`config.mk`:
```
export PLATFORM = sky130hd
export DESIGN_NAME = mem_port_arbiter
export DESIGN_NICKNAME = d
export VERILOG_FILES = /design/src/rtl/mem_arb_pkg.sv /design/src/rtl/mem_arb_starve.sv /design/src/rtl/mem_port_arbiter.sv
export SDC_FILE = /design/constraint.sdc
export NUM_CORES = 1
export LEC_CHECK = 0
export CORE_MARGIN = 2
export CORE_UTILIZATION = 37
export CTS_CLUSTER_SIZE = 40
export DETAILED_ROUTE_END_ITERATION = 10
export PLACE_DENSITY = 0.76
export SLEW_MARGIN = 30
export SYNTH_ARGS = -nofsm -noshare
export SYNTH_HDL_FRONTEND = slang
export SYNTH_SLANG_ARGS = --single-unit
```
`constraint.sdc`:
```
create_clock -name clk -period 1.5 [get_ports clk]
set_input_delay 0.225 -clock clk [delete_from_list [all_inputs] [get_ports clk]]
set_output_delay 0.225 -clock clk [all_outputs]
set_load 0.02 [all_outputs]
```
`src/rtl/mem_arb_pkg.sv`:
```
// rtl/mem_arb_pkg.sv - shared types and constants for the memory port arbiter
package mem_arb_pkg;

  typedef enum logic [1:0] {
    IDLE,
    INST,
    DATA,
    INST_DROP
  } arb_state_t;

  typedef enum logic [1:0] {
    OWN_NONE,
    OWN_INST,
    OWN_DATA
  } arb_owner_t;

  localparam logic [3:0] FETCH_BE = 4'hF;

  // A dropped fetch still occupies the bus but has nobody to answer.
  function automatic arb_owner_t state_owner(input arb_state_t s);
    case (s)
      INST:    return OWN_INST;
      DATA:    return OWN_DATA;
      default: return OWN_NONE;
    endcase
  endfunction

endpackage

```
`src/rtl/mem_arb_starve.sv`:
```
// rtl/mem_arb_starve.sv - counts back-to-back data grants taken while a fetch waits
module mem_arb_starve #(
  parameter int STARVE_MAX = 4
) (
  input  logic clk,
  input  logic rst,
  input  logic if_req,
  input  logic grant_inst,
  input  logic grant_data,
  output logic fetch_pri
);

  localparam int CNT_W = $clog2(STARVE_MAX + 1);

  logic [CNT_W-1:0] starve_cnt;

  assign fetch_pri = (starve_cnt == CNT_W'(STARVE_MAX));

  always_ff @(posedge clk) begin
    if (rst || !if_req || grant_inst) begin
      starve_cnt <= '0;
    end else if (grant_data && !fetch_pri) begin
      starve_cnt <= starve_cnt + 1'b1;
    end
  end

endmodule

```
`src/rtl/mem_port_arbiter.sv`:
```
// rtl/mem_port_arbiter.sv - shares one memory bridge between the fetch and data ports
module mem_port_arbiter
  import mem_arb_pkg::*;
#(
  parameter int ADDR_W         = 32,
  parameter int DATA_W         = 32,
  parameter int STARVE_MAX     = 4,
  parameter int TIMEOUT_CYCLES = 256
) (
  input  logic              clk,
  input  logic              rst,
  input  logic              if_req,
  input  logic [ADDR_W-1:0] if_addr,
  input  logic              if_flush,
  output logic [DATA_W-1:0] if_rdata,
  output logic              if_valid,
  output logic              if_stall,
  input  logic              dm_req,
  input  logic              dm_we,
  input  logic [3:0]        dm_be,
  input  logic [ADDR_W-1:0] dm_addr,
  input  logic [DATA_W-1:0] dm_wdata,
  output logic [DATA_W-1:0] dm_rdata,
  output logic              dm_valid,
  output logic              dm_stall,
  output logic              bus_req,
  output logic              bus_we,
  output logic [3:0]        bus_be,
  output logic [ADDR_W-1:0] bus_addr,
  output logic [DATA_W-1:0] bus_wdata,
  input  logic [DATA_W-1:0] bus_rdata,
  input  logic              bus_ack,
  output logic              bus_timeout
);

  localparam int TMO_W = $clog2(TIMEOUT_CYCLES);

  arb_state_t        state;
  arb_owner_t        owner;
  logic [TMO_W-1:0]  tmo_cnt;
  logic              fetch_pri;
  logic              grant_inst;
  logic              grant_data;
  logic              ack;
  logic              tmo_hit;
  logic [DATA_W-1:0] resp;

  assign if_stall = if_req & ~if_valid;
  assign dm_stall = dm_req & ~dm_valid;

  assign owner   = state_owner(state);
  assign ack     = bus_req & bus_ack;
  assign tmo_hit = bus_req & ~bus_ack & (tmo_cnt == TMO_W'(TIMEOUT_CYCLES - 1));
  assign resp    = ack ? bus_rdata : '0;

  // A fetch killed in the same cycle never reaches the bus.
  always_comb begin
    grant_inst = 1'b0;
    grant_data = 1'b0;
    if (state == IDLE) begin
      if (if_req && !if_flush && (!dm_req || fetch_pri)) begin
        grant_inst = 1'b1;
      end else if (dm_req) begin
        grant_data = 1'b1;
      end
    end
  end

  mem_arb_starve #(
    .STARVE_MAX(STARVE_MAX)
  ) u_starve (
    .clk       (clk),
    .rst       (rst),
    .if_req    (if_req),
    .grant_inst(grant_inst),
    .grant_data(grant_data),
    .fetch_pri (fetch_pri)
  );

  always_ff @(posedge clk) begin
    if (rst) begin
      state       <= IDLE;
      tmo_cnt     <= '0;
      bus_req     <= 1'b0;
      bus_we      <= 1'b0;
      bus_be      <= 4'h0;
      bus_addr    <= '0;
      bus_wdata   <= '0;
      if_valid    <= 1'b0;
      if_rdata    <= '0;
      dm_valid    <= 1'b0;
      dm_rdata    <= '0;
      bus_timeout <= 1'b0;
    end else begin
      if_valid    <= 1'b0;
      dm_valid    <= 1'b0;
      bus_timeout <= 1'b0;
      unique case (state)
        IDLE: begin
          tmo_cnt <= '0;
          if (grant_inst) begin
            bus_req   <= 1'b1;
            bus_we    <= 1'b0;
            bus_be    <= FETCH_BE;
            bus_addr  <= if_addr;
            bus_wdata <= '0;
            state     <= INST;
          end else if (grant_data) begin
            bus_req   <= 1'b1;
            bus_we    <= dm_we;
            bus_be    <= dm_be;
            bus_addr  <= dm_addr;
            bus_wdata <= dm_wdata;
            state     <= DATA;
          end
        end
        default: begin
          if (ack || tmo_hit) begin
            bus_req     <= 1'b0;
            bus_timeout <= tmo_hit;
            state       <= IDLE;
            if (owner == OWN_DATA) begin
              dm_valid <= 1'b1;
              dm_rdata <= resp;
            end else if (owner == OWN_INST && !if_flush) begin
              if_valid <= 1'b1;
              if_rdata <= resp;
            end
          end else begin
            tmo_cnt <= tmo_cnt + 1'b1;
            // The bridge transaction still runs to completion; only the answer is dropped.
            if (owner == OWN_INST && if_flush) begin
              state <= INST_DROP;
            end
          end
        end
      endcase
    end
  end

endmodule
```
==> qor.csv <==
stage;metric;value;unit
hold_path;Hold Crit Class;input pin to flop;
power_and_ir_drop;PD cells;1030;nW/um2
status;violations in the final reports;setup timing;
worst_setup_path;Worst Setup Start Kind;flop;
finish;Final #Nets;1140;
floorplan;Initial Util;37.9;%
yosys;area of the mapped netlist;6030;um2
power_and_ir_drop;peak supply drop;0.000756;V
drt;initial drt markers;406;
clock_tree;clk buf depth;2;
sta;fin crit period;1.60;ns
floorplan;Die Wd;132;um
global_route;antenna violations before repair;0;
yosys;Top FF cell, synth;dfxtp_1;
clock_tree;clock-pin transition on the worst setup and hold timing paths;0.06;ns
clock_tree;clock root cell;clkbuf_16;
sta;Slew Viols, Final;0;
yosys;#FFs+latches synth;150;
finish;cell area after layout;10500;um2
global_route;vias in the first global route;6229;
yosys;Synth top area share;49.8;%
power_and_ir_drop;Logic pwr share;20.6;%
status;status;finished, violations left;
drt;Vias per Instance;5.42;
placed_design;port bufs;277;
power_and_ir_drop;Clk pwr share;39.7;%
floorplan;Die ar.;17300;um2
job;Max Cap Violations;0;
clock_tree;Clk Latency, worst-skew pair;0.42;ns
power_and_ir_drop;Pleak;4.26;nW
placed_design;DP Area;9260;um2
sta;Slew headroom;66.6;%
finish;Filler cells;1306;
yosys;largest area contributor in the netlist;dfxtp_1;
drt;1st-pass router iterations;5;
power_and_ir_drop;Internal;0.00786;W
floorplan;num rows;46;
yosys;Yosys warning total;0;
yosys;EDFF count, synth;0;
yosys;syn nets;841;
clock_tree;# hold bufs at CTS;0;
yosys;syn avg cell area;8.62;um2
worst_setup_path;critical path endpoint category;flop;
sta;total negative slack;-0.914;ns
sta;WHS;0.0870;ns
sta;Worst Skew;0.0118;ns
clock_tree;CTS tree;built;
floorplan;IO Pins;278;
power_and_ir_drop;switching power;0.00294;W
placed_design;dpl hpwl;13500;um
power_and_ir_drop;sequential power share;39.8;%
sta;setup slack after layout;-0.0959;ns
drt;drt total wl;22200;um
yosys;ranking of synthesized cells by area;dfxtp_1, nor2_1, nor4_2;
drt;post-route ant nets;0;
yosys;async set or reset register ratio after synthesis;0;%
clock_tree;clk sinks;150;
finish;# diodes;0;
sta;RSZ-0062 raised after global routing;yes;
finish;area of the multi-input gates;3130;um2
finish;share of layout cells above drive strength 1;23.1;%
sta;Tcrit/Tclk final;106;%
global_route;Tot GR Track Use;22.9;%
power_and_ir_drop;Sw Share;27.2;%
sta;FMAX;627;MHz
global_route;first-pass GRT wire length;32400;um
placed_design;# placed instances;1172;
global_route;largest net degree at the start of global routing;72;
yosys;Cells after Synth;699;
yosys;Seq/Total Area, Yosys;49.8;%
clock_tree;H-Tree Depth;4;
drt;DRC;0;
worst_setup_path;setup slack, reg-to-reg;-0.1;ns
floorplan;Die Y;132;um
finish;area delta synth->final;73.5;%
worst_setup_path;Worst Path Required;1.84;ns
power_and_ir_drop;Design Power;0.0108;W
clock_tree;Num CTS Buffers;17;
drt;drt wl/cell;18.1;um
worst_setup_path;Crit Path Class;flop to flop;
sta;endpoints failing setup;30;
worst_setup_path;crit-path max FO;9;
drt;vias;6643;
floorplan;Core ar.;15900;um2
sta;Least-Margin Pin Slew;0.501;ns
finish;FF/Latch Area;3010;um2
global_route;GRT overflow;0;
sta;Hold Fails Final Rpt;0;
finish;Finished Layout Cells;1225;
finish;most common cell after layout, fill and taps aside;dfxtp_1;
worst_setup_path;crit path DAT;1.93;ns
finish;most frequent cells in the layout;dfxtp_1, dlygate4sd2_1, clkdlybuf4s50_1, nor2_1, nand3_1;
yosys;Netlist cell types;39;
placed_design;GP Congestion;0.813;
power by group through the flow:
stage	Sequential (W)	Combinational [W]	Clock [W]
after floorplan	0.00460	0.000716	0
after global placement	0.00437	0.00200	0
after detailed placement	0.00437	0.00201	0
after CTS	0.00428	0.00192	0.00436
after global routing	0.00432	0.00236	0.00454
final	0.00430	0.00222	0.00429
registers in the layout (all words and copies together), names as in the netlist:
register,count
bus_we,1
if_rdata,32
dm_valid,1
state,2
dm_rdata,32
bus_timeout,1
if_valid,1
bus_be,4
bus_addr,32
tmo_cnt,8
bus_req,1
bus_wdata,32
u_starve.starve_cnt,3
stage by stage:
step | setup WS [ns] | utilization (%)
floorplan | 0.00955 | -
global placement | -0.329 | 58.3
detailed placement | -0.380 | 58.3
CTS | -0.0223 | 61.7
global route | -0.166 | 65.8
finish | -0.0959 | 65.8
worst max-delay path, cell delays in order (launching register included):
cell and delay, ns:
dfxtp_2 0.32, inv_2 0.08, ha_4 0.15, nand2_4 0.06, a211oi_4 0.35, buf_4 0.18
buf_8 0.12, nor4_1 0.05, nor4_2 0.20
cells in the mapped netlist (3+ instances only):
cell	instances
buf_6	4
nand4_1	4
nand2b_1	4
ha_1	3
a22oi_1	33
nor2b_1	4
dfxtp_1	150
nor2_1	114
nor3_1	8
clkbuf_1	46
nor4_2	29
o21ai_0	66
a21oi_1	69
nor4_1	38
nand2_1	7
o22ai_1	4
buf_2	18
o21a_1	3
nand3_1	69
cell type report:
class / count / share of cell area, %
Timing Repair Buffer: 349 / 33.1
Multi-Input combinational cell: 478 / 30.0
Sequential cell: 150 / 28.8
Clock buffer: 21 / 4.31
Tap cell: 216 / 2.58
Clock inverter: 9 / 1.23
Inverter: 2 / 0.0718
layer usage:
metal / track usage (%) / wire length, um / vias up
met5: 0 / 0 / -
met4: 11.9 / 743 / 0
met3: 6.37 / 1460 / 53
met2: 37.7 / 10800 / 291
met1: 27.3 / 9160 / 3165
li1: - / - / 3134
cell families after synthesis:
| group | count (synthesis) | share of synthesized area, % |
|---|---|---|
| AO/OA/AOI/OAI | 185 | 17.6 |
| AND/OR/NAND/NOR | 287 | 26.3 |
| flip-flops | 150 | 49.8 |
| XOR/XNOR | 2 | 0.291 |
| buffers and inverters | 71 | 5.29 |
| adder cells (fa/ha/maj) | 3 | 0.623 |
| multiplexers | 1 | 0.166 |
final timing paths:
check,start,end,depth (start not counted)
setup reg to reg,u_starve.starve_cnt[0],bus_addr[22],8
hold reg to reg,dm_rdata[6],dm_rdata[6],2
setup / recovery,u_starve.starve_cnt[0],bus_addr[22],8
hold / removal,rst,state[1],2
timing repair:
item	CTS	global route
setup buffers	2	9
gates cloned	4	10
setup endpoints to repair	222	136
hold endpoints to repair	0	0
pin swaps	13	36
gates resized for setup	169	163
Power figures use the tool's default switching activity.
